==> config.mk <==
export PLATFORM = sky130hd
export DESIGN_NAME = pmem_arbiter_flat
export DESIGN_NICKNAME = d
export VERILOG_FILES = /design/src/rtl/pmem_arbiter_pkg.sv /design/src/rtl/pmem_arbiter_if.sv /design/src/rtl/pmem_arbiter_perf_counters.sv /design/src/rtl/pmem_arbiter.sv /design/src/flat_wrapper.sv
export SDC_FILE = /design/constraint.sdc
export NUM_CORES = 1
export LEC_CHECK = 0
export ABC_CLOCK_PERIOD_IN_PS = 3350
export BUFFER_PORTS_ARGS = -buffer_cell sky130_fd_sc_hd__buf_2
export CAP_MARGIN = 20
export CORE_AREA = 2 2 537 539
export CTS_CLUSTER_DIAMETER = 150
export DETAILED_ROUTE_END_ITERATION = 7
export DIE_AREA = 0 0 539 541
export HOLD_SLACK_MARGIN = 0.08
export PLACE_DENSITY_LB_ADDON = 0.2
export SLEW_MARGIN = 10
export SYNTH_ARGS = -nofsm -noshare
export SYNTH_HDL_FRONTEND = slang
export SYNTH_HIERARCHICAL = 1
export SYNTH_SLANG_ARGS = --single-unit
==> constraint.sdc <==
create_clock -name clk -period 3.35 [get_ports clk]
set_input_delay 0.67 -clock clk [delete_from_list [all_inputs] [get_ports clk]]
set_output_delay 0.67 -clock clk [all_outputs]
set_load 0.005 [all_outputs]
==> src/rtl/pmem_arbiter_pkg.sv <==
// Shared types for the I/D-cache physical-memory arbiter.
package pmem_arbiter_pkg;

    typedef enum logic [1:0] {
        IDLE   = 2'd0,
        I_BUSY = 2'd1,
        D_RD   = 2'd2,
        D_WR   = 2'd3
    } pmem_arb_state_t;

    localparam int LINE_OFFSET_W = 5;

endpackage

==> src/rtl/pmem_arbiter_if.sv <==
// Cacheline bus bundle between I-cache, D-cache, arbiter and the cacheline adapter.
interface pmem_arbiter_if #(
    parameter int LINE_W = 256,
    parameter int ADDR_W = 32
);
    logic              icache_pmem_read;
    logic [ADDR_W-1:0] icache_pmem_addr;
    logic [LINE_W-1:0] icache_pmem_rdata;
    logic              icache_pmem_resp;

    logic              dcache_pmem_read;
    logic              dcache_pmem_write;
    logic [ADDR_W-1:0] dcache_pmem_addr;
    logic [LINE_W-1:0] dcache_pmem_wdata;
    logic [LINE_W-1:0] dcache_pmem_rdata;
    logic              dcache_pmem_resp;

    logic              pmem_read;
    logic              pmem_write;
    logic [ADDR_W-1:0] pmem_addr;
    logic [LINE_W-1:0] pmem_wdata;
    logic [LINE_W-1:0] pmem_rdata;
    logic              pmem_resp;

    // Environment side: both caches plus the adapter.
    modport master (
        output icache_pmem_read, icache_pmem_addr,
        input  icache_pmem_rdata, icache_pmem_resp,
        output dcache_pmem_read, dcache_pmem_write, dcache_pmem_addr, dcache_pmem_wdata,
        input  dcache_pmem_rdata, dcache_pmem_resp,
        input  pmem_read, pmem_write, pmem_addr, pmem_wdata,
        output pmem_rdata, pmem_resp
    );

    modport slave (
        input  icache_pmem_read, icache_pmem_addr,
        output icache_pmem_rdata, icache_pmem_resp,
        input  dcache_pmem_read, dcache_pmem_write, dcache_pmem_addr, dcache_pmem_wdata,
        output dcache_pmem_rdata, dcache_pmem_resp,
        output pmem_read, pmem_write, pmem_addr, pmem_wdata,
        input  pmem_rdata, pmem_resp
    );
endinterface

==> src/rtl/pmem_arbiter_perf_counters.sv <==
// Grant and I-side wait counters for the pmem arbiter (used when PMEM_ARB_PERF_EN is defined).
module arb_perf_counters (
    input  logic        clk,
    input  logic        rst_n,
    input  logic        i_grant_i,
    input  logic        d_grant_i,
    input  logic        i_wait_i,
    output logic [31:0] perf_i_grants_o,
    output logic [31:0] perf_d_grants_o,
    output logic [31:0] perf_i_wait_o
);
    logic [31:0] i_grants_q, i_grants_d;
    logic [31:0] d_grants_q, d_grants_d;
    logic [31:0] i_wait_q,   i_wait_d;

    always_comb begin
        i_grants_d = i_grants_q + 32'(i_grant_i);
        d_grants_d = d_grants_q + 32'(d_grant_i);
        i_wait_d   = i_wait_q   + 32'(i_wait_i);
    end

    always_ff @(posedge clk or negedge rst_n) begin
        if (!rst_n) begin
            i_grants_q <= '0;
            d_grants_q <= '0;
            i_wait_q   <= '0;
        end else begin
            i_grants_q <= i_grants_d;
            d_grants_q <= d_grants_d;
            i_wait_q   <= i_wait_d;
        end
    end

    assign perf_i_grants_o = i_grants_q;
    assign perf_d_grants_o = d_grants_q;
    assign perf_i_wait_o   = i_wait_q;
endmodule

==> src/rtl/pmem_arbiter.sv <==
// Shares the single cacheline port between I-cache and D-cache misses; D wins unless I is starving.
// Optional performance counters are enabled by defining PMEM_ARB_PERF_EN.
//
//   state  | meaning
//   IDLE   | no transaction; arbitrate on sampled requests
//   I_BUSY | I-cache fill in flight on the adapter
//   D_RD   | D-cache fill in flight on the adapter
//   D_WR   | D-cache writeback in flight on the adapter
module pmem_arbiter
    import pmem_arbiter_pkg::*;
#(
    parameter int LINE_W     = 256,
    parameter int ADDR_W     = 32,
    parameter int STARVE_MAX = 4
) (
    input logic           clk,
    input logic           rst_n,
    pmem_arbiter_if.slave bus
`ifdef PMEM_ARB_PERF_EN
    ,
    output logic [31:0]   perf_i_grants_o,
    output logic [31:0]   perf_d_grants_o,
    output logic [31:0]   perf_i_wait_o
`endif
);
    localparam logic [1:0] ST_IDLE   = 2'(IDLE);
    localparam logic [1:0] ST_I_BUSY = 2'(I_BUSY);
    localparam logic [1:0] ST_D_RD   = 2'(D_RD);
    localparam logic [1:0] ST_D_WR   = 2'(D_WR);

    localparam int              SW         = $clog2(STARVE_MAX + 1);
    localparam logic [SW-1:0]   STARVE_LIM = SW'(STARVE_MAX);
    localparam logic [ADDR_W-1:0] ADDR_MASK = ~ADDR_W'((1 << LINE_OFFSET_W) - 1);

    logic [1:0]        state_q, state_d;
    logic [SW-1:0]     starve_q, starve_d;
    logic [ADDR_W-1:0] addr_q, addr_d;
    logic [LINE_W-1:0] wdata_q, wdata_d;

    logic i_req, d_req, i_grant, d_grant;

    assign i_req = bus.icache_pmem_read;
    assign d_req = bus.dcache_pmem_read | bus.dcache_pmem_write;

    always_comb begin
        state_d  = state_q;
        starve_d = starve_q;
        addr_d   = addr_q;
        wdata_d  = wdata_q;
        i_grant  = 1'b0;
        d_grant  = 1'b0;
        case (state_q)
            ST_IDLE: begin
                // starve_q only grows while I is waiting, so it tops out at STARVE_LIM
                if (d_req && (!i_req || starve_q < STARVE_LIM)) begin
                    d_grant = 1'b1;
                    if (i_req) starve_d = starve_q + 1'b1;
                end else if (i_req) begin
                    i_grant  = 1'b1;
                    starve_d = '0;
                end
                if (d_grant) begin
                    state_d = bus.dcache_pmem_write ? ST_D_WR : ST_D_RD;
                    addr_d  = bus.dcache_pmem_addr & ADDR_MASK;
                    if (bus.dcache_pmem_write) wdata_d = bus.dcache_pmem_wdata;
                end
                if (i_grant) begin
                    state_d = ST_I_BUSY;
                    addr_d  = bus.icache_pmem_addr & ADDR_MASK;
                end
            end
            default: begin
                if (bus.pmem_resp) state_d = ST_IDLE;
            end
        endcase
    end

    always_ff @(posedge clk or negedge rst_n) begin
        if (!rst_n) begin
            state_q  <= ST_IDLE;
            starve_q <= '0;
            addr_q   <= '0;
            wdata_q  <= '0;
        end else begin
            state_q  <= state_d;
            starve_q <= starve_d;
            addr_q   <= addr_d;
            wdata_q  <= wdata_d;
        end
    end

    assign bus.pmem_read  = (state_q == ST_I_BUSY) || (state_q == ST_D_RD);
    assign bus.pmem_write = (state_q == ST_D_WR);
    assign bus.pmem_addr  = addr_q;
    assign bus.pmem_wdata = wdata_q;

    // A response that arrives in IDLE belongs to no one and is dropped here.
    assign bus.icache_pmem_resp  = (state_q == ST_I_BUSY) && bus.pmem_resp;
    assign bus.dcache_pmem_resp  = ((state_q == ST_D_RD) || (state_q == ST_D_WR)) && bus.pmem_resp;
    assign bus.icache_pmem_rdata = bus.icache_pmem_resp ? bus.pmem_rdata : '0;
    assign bus.dcache_pmem_rdata = ((state_q == ST_D_RD) && bus.pmem_resp) ? bus.pmem_rdata : '0;

`ifdef PMEM_ARB_PERF_EN
    arb_perf_counters u_perf (
        .clk             (clk),
        .rst_n           (rst_n),
        .i_grant_i       (i_grant),
        .d_grant_i       (d_grant),
        .i_wait_i        (i_req && (state_q != ST_I_BUSY)),
        .perf_i_grants_o (perf_i_grants_o),
        .perf_d_grants_o (perf_d_grants_o),
        .perf_i_wait_o   (perf_i_wait_o)
    );
`endif

`ifndef SYNTHESIS
    a_i_held: assert property (@(posedge clk) disable iff (!rst_n)
        bus.icache_pmem_read && !bus.icache_pmem_resp |=> bus.icache_pmem_read);
    a_i_addr: assert property (@(posedge clk) disable iff (!rst_n)
        bus.icache_pmem_read && !bus.icache_pmem_resp |=> $stable(bus.icache_pmem_addr));
    a_d_rd_held: assert property (@(posedge clk) disable iff (!rst_n)
        bus.dcache_pmem_read && !bus.dcache_pmem_resp |=> bus.dcache_pmem_read);
    a_d_wr_held: assert property (@(posedge clk) disable iff (!rst_n)
        bus.dcache_pmem_write && !bus.dcache_pmem_resp |=> bus.dcache_pmem_write);
    a_d_addr: assert property (@(posedge clk) disable iff (!rst_n)
        d_req && !bus.dcache_pmem_resp |=> $stable(bus.dcache_pmem_addr));
    a_d_wdata: assert property (@(posedge clk) disable iff (!rst_n)
        bus.dcache_pmem_write && !bus.dcache_pmem_resp |=> $stable(bus.dcache_pmem_wdata));
`endif
endmodule

==> src/flat_wrapper.sv <==
// flat-port wrapper written by rule: the top's interface ports become plain ports
module pmem_arbiter_flat import pmem_arbiter_pkg::*;
#(
    parameter int LINE_W     = 256,
    parameter int ADDR_W     = 32,
    parameter int STARVE_MAX = 4
)
  (clk, rst_n, bus_icache_pmem_read, bus_icache_pmem_addr, bus_icache_pmem_rdata, bus_icache_pmem_resp, bus_dcache_pmem_read, bus_dcache_pmem_write, bus_dcache_pmem_addr, bus_dcache_pmem_wdata, bus_dcache_pmem_rdata, bus_dcache_pmem_resp, bus_pmem_read, bus_pmem_write, bus_pmem_addr, bus_pmem_wdata, bus_pmem_rdata, bus_pmem_resp);
  pmem_arbiter_if #(.LINE_W(LINE_W), .ADDR_W(ADDR_W)) bus_i ();
  input logic clk;
  input logic rst_n;
  input wire logic [$bits(bus_i.icache_pmem_read)-1:0] bus_icache_pmem_read;
  input wire logic [$bits(bus_i.icache_pmem_addr)-1:0] bus_icache_pmem_addr;
  output wire logic [$bits(bus_i.icache_pmem_rdata)-1:0] bus_icache_pmem_rdata;
  output wire logic [$bits(bus_i.icache_pmem_resp)-1:0] bus_icache_pmem_resp;
  input wire logic [$bits(bus_i.dcache_pmem_read)-1:0] bus_dcache_pmem_read;
  input wire logic [$bits(bus_i.dcache_pmem_write)-1:0] bus_dcache_pmem_write;
  input wire logic [$bits(bus_i.dcache_pmem_addr)-1:0] bus_dcache_pmem_addr;
  input wire logic [$bits(bus_i.dcache_pmem_wdata)-1:0] bus_dcache_pmem_wdata;
  output wire logic [$bits(bus_i.dcache_pmem_rdata)-1:0] bus_dcache_pmem_rdata;
  output wire logic [$bits(bus_i.dcache_pmem_resp)-1:0] bus_dcache_pmem_resp;
  output wire logic [$bits(bus_i.pmem_read)-1:0] bus_pmem_read;
  output wire logic [$bits(bus_i.pmem_write)-1:0] bus_pmem_write;
  output wire logic [$bits(bus_i.pmem_addr)-1:0] bus_pmem_addr;
  output wire logic [$bits(bus_i.pmem_wdata)-1:0] bus_pmem_wdata;
  input wire logic [$bits(bus_i.pmem_rdata)-1:0] bus_pmem_rdata;
  input wire logic [$bits(bus_i.pmem_resp)-1:0] bus_pmem_resp;
  assign bus_i.icache_pmem_read = bus_icache_pmem_read;
  assign bus_i.icache_pmem_addr = bus_icache_pmem_addr;
  assign bus_icache_pmem_rdata = bus_i.icache_pmem_rdata;
  assign bus_icache_pmem_resp = bus_i.icache_pmem_resp;
  assign bus_i.dcache_pmem_read = bus_dcache_pmem_read;
  assign bus_i.dcache_pmem_write = bus_dcache_pmem_write;
  assign bus_i.dcache_pmem_addr = bus_dcache_pmem_addr;
  assign bus_i.dcache_pmem_wdata = bus_dcache_pmem_wdata;
  assign bus_dcache_pmem_rdata = bus_i.dcache_pmem_rdata;
  assign bus_dcache_pmem_resp = bus_i.dcache_pmem_resp;
  assign bus_pmem_read = bus_i.pmem_read;
  assign bus_pmem_write = bus_i.pmem_write;
  assign bus_pmem_addr = bus_i.pmem_addr;
  assign bus_pmem_wdata = bus_i.pmem_wdata;
  assign bus_i.pmem_rdata = bus_pmem_rdata;
  assign bus_i.pmem_resp = bus_pmem_resp;
  pmem_arbiter #(.LINE_W(LINE_W), .ADDR_W(ADDR_W), .STARVE_MAX(STARVE_MAX)) u_core (.clk(clk), .rst_n(rst_n), .bus(bus_i));
endmodule
==> run_results.csv <==
group,metric,value,unit
setup_path,reg2reg_to,"u_core/bus.pmem_wdata[251]",
drt,wirelength,177.6,mm
drt,via_per_inst,2.817,
place,hpwl,157.5,mm
cells_and_area,final_cell_mix,"buf_2 (1368), and3_1 (512), dfrtp_1 (288)",
setup_path,critPathLaunchType,"flip-flop",
power_and_ir_drop,total_power,0.02312,W
cells_and_area,drive_gt1_frac,0.6487,
timing,hold_viol_final,0,
place,io_buffer_count,1370,
timing,max_clock_freq,0.3114,GHz
clock_tree,ctsHtreeMaxLevel,2,
hold_path,min_path_type,"primary input to flip-flop",
floorplanning,ios,1386,
hold_path,min_from,"bus_dcache_pmem_wdata[16]",
clock_tree,post_cts_buffers,0,
status,outcome,"complete, no violations",
clock_tree,numCtsBuffers,40,
place,gp_congestion,0.9935,
global_route,grt_pass1_wl,218.3,mm
timing,setup_viol,0,
synth,ys_warn_count,6,
timing,skew,22.02,ps
setup_path,cp-end-kind,"output port",
setup_path,endpoint,"bus_icache_pmem_rdata[226]",
setup_path,path_class,"flip-flop to output port",
timing,fin_tns_setup,0,ps
synth,seq_area_frac_synth,0.4495,
clock_tree,clk_path_buf_depth,3,
clock_tree,cts_tree,"yes",
timing,drv_slew,0,
clock_tree,clock_latency,590,ps
timing,max_slew_margin,0.5514,
floorplanning,die_w,539,um
synth,synthCells,1361,
setup_path,required,2680,ps
floorplanning,die_h,541,um
power_and_ir_drop,max-vdd-ir-drop,371.8,uV
drt,firstDrtPassIters,5,
drt,antenna_left,0,
drt,drt_iter0_drc,1104,
global_route,grt_use_total,0.1161,
cells_and_area,layout_commonest_cell,"buf_2",
floorplanning,die_area,291600,um^2
setup_path,critical_path_arrival,2540,ps
timing,grt_setup_unrepaired,"false",
clock_tree,cts-root-buf,"clkbuf_16",
global_route,grt_max_degree,91,
synth,synth_area,16030,um^2
setup_path,reg2reg_slack,880,ps
cells_and_area,postLayoutCoreUtil,0.1008,
drt,drc,0,
clock_tree,cts-resized-gates,0,
setup_path,path_max_fanout,90,
synth,ys_ff_latch,288,
global_route,grt_pass1_vias,17690,
timing,period_share,0.9586,
cells_and_area,n_fill_cell,33390,
cells_and_area,area_growth,80.02,%
global_route,antenna_found_initial,255,
timing,holdWs,300.2,ps
power_and_ir_drop,power_density,800.9,nW/um^2
cells_and_area,finish.net_count,3251,
drt,num_vias,18340,
drt,routedWlPerCell,27.27,um
floorplanning,rows,197,
clock_tree,clkTransAtPathRegs,60,ps
timing,worstMarginPinSlew,673.0,ps
synth,avgSynthCellArea,11.78,um^2
floorplanning,start_util,0.05598,
global_route,overflow,0,
clock_tree,cts_num_sinks,288,
setup_path,regToRegStartpoint,"u_core/state_q[0]",
floorplanning,core_area,286400,um^2
setup_path,reg2regPathDepth,7,
power_and_ir_drop,p_leak,15.65,nW
clock_tree,ctsHoldBuffers,1,
setup_path,crit_path_start,"u_core/state_q[1]",
timing,period_minus_slack,3211,ps
flow_run,drv_cap,0,
synth,yosysUniqueCellTypes,31,
stage by stage:
step	worst slack, ps	area (um^2)	instances
3_3_place_gp	644.4	27300	6402
3_5_place_dp	620.7	27300	6402
5_1_grt	4.572	28810	6491
6_report	138.5	28860	6511
2_1_floorplan	1193	16050	1365
4_1_cts	8.592	28780	6477
synthesized netlist by cell type:
| cell type | number | share of area |
|---|---|---|
| o21bai_1 | 1 | 0.00047 |
| a21oi_1 | 3 | 0.00094 |
| nand3_1 | 27 | 0.0084 |
| buf_1 | 2 | 0.00047 |
| and3_1 | 512 | 0.20 |
| nor3_1 | 2 | 0.00062 |
| mux2_2 | 16 | 0.011 |
| o21ba_2 | 1 | 0.00062 |
| o21ai_0 | 29 | 0.0091 |
| nor2_1 | 28 | 0.0066 |
| dfrtp_1 | 288 | 0.45 |
| o21ai_1 | 1 | 0.00031 |
| a22o_1 | 1 | 0.00055 |
| clkbuf_1 | 122 | 0.029 |
| buf_12 | 26 | 0.032 |
| buf_6 | 1 | 0.00070 |
| nand2_1 | 6 | 0.0014 |
| ha_1 | 5 | 0.0039 |
| a21o_1 | 1 | 0.00047 |
| and2_1 | 1 | 0.00039 |
| inv_1 | 3 | 0.00070 |
| clkbuf_2 | 1 | 0.00031 |
| o21a_1 | 1 | 0.00047 |
| buf_4 | 6 | 0.0028 |
| a31oi_1 | 27 | 0.011 |
| buf_2 | 6 | 0.0019 |
| conb_1 | 1 | 0.00023 |
| nand2b_1 | 1 | 0.00039 |
| mux2_4 | 240 | 0.22 |
| a21oi_4 | 1 | 0.0010 |
| o31a_1 | 1 | 0.00055 |
cells by family (layout without fill, tap and decap cells):
group                    count (synthesis)  count (layout)  share of synthesized area
adder cells (fa/ha/maj)                  5               5                   0.003902
other                                    1              39                  0.0002339
AO/OA/AOI/OAI                           67              67                    0.02497
buffers and inverters                  167            1498                    0.06789
multiplexers                           256             256                     0.2360
AND/OR/NAND/NOR                        577             577                     0.2176
flip-flops                             288             288                     0.4495
worst min path at each step:
stage	slack [ps]	end	cells past startpoint
after detailed placement	480	u_core/starve_q[1]	2
after global routing	250	u_core/bus.pmem_wdata[20]	2
final	300	u_core/bus.pmem_wdata[16]	2
after CTS	220	u_core/bus.pmem_wdata[196]	2
after global placement	490	u_core/bus.pmem_wdata[170]	1
after floorplan	370	u_core/bus.pmem_addr[10]	0
report_power, final:
part	leakage [nW]	switching, W	internal (W)
Sequential	3.38	0.00104	0.00528
Combinational	11.6	0.00641	0.00552
Clock	0.708	0.00189	0.00298
Total	15.6	0.00934	0.0138
flip-flops by register name, indices dropped and copies added (netlist names):
name and count:
u_core/bus.pmem_addr 27, u_core/starve_q 3, u_core/bus.pmem_wdata 256, u_core/state_q 2
worst max-delay path: stages, from the launching register on:
cell and delay [ps]:
dfrtp_1 470, inv_1 150, ha_4 440, buf_12 320
and3_1 310, buf_2 170
final cells by class:
class | instances | area [um^2] | share of cell area
Timing Repair Buffer | 1421 | 7575 | 0.2624
Sequential cell | 288 | 7207 | 0.2497
Clock buffer | 55 | 1160 | 0.04018
Tap cell | 3781 | 4731 | 0.1639
Multi-Input combinational cell | 910 | 7791 | 0.2699
Clock inverter | 19 | 304.0 | 0.01053
Inverter | 3 | 11.26 | 0.0003901
Antenna cell | 34 | 85.08 | 0.002948
layer usage:
metal / GRT usage / routed length (um) / up-vias
met5: 0 / 107 / -
met1: 0.1377 / 70890 / 8760
met4: 0.02313 / 6179 / 16
li1: - / - / 7546
met3: 0.04316 / 17740 / 449
met2: 0.1986 / 82670 / 1572
No activity file was read; power rests on OpenSTA's default activity.
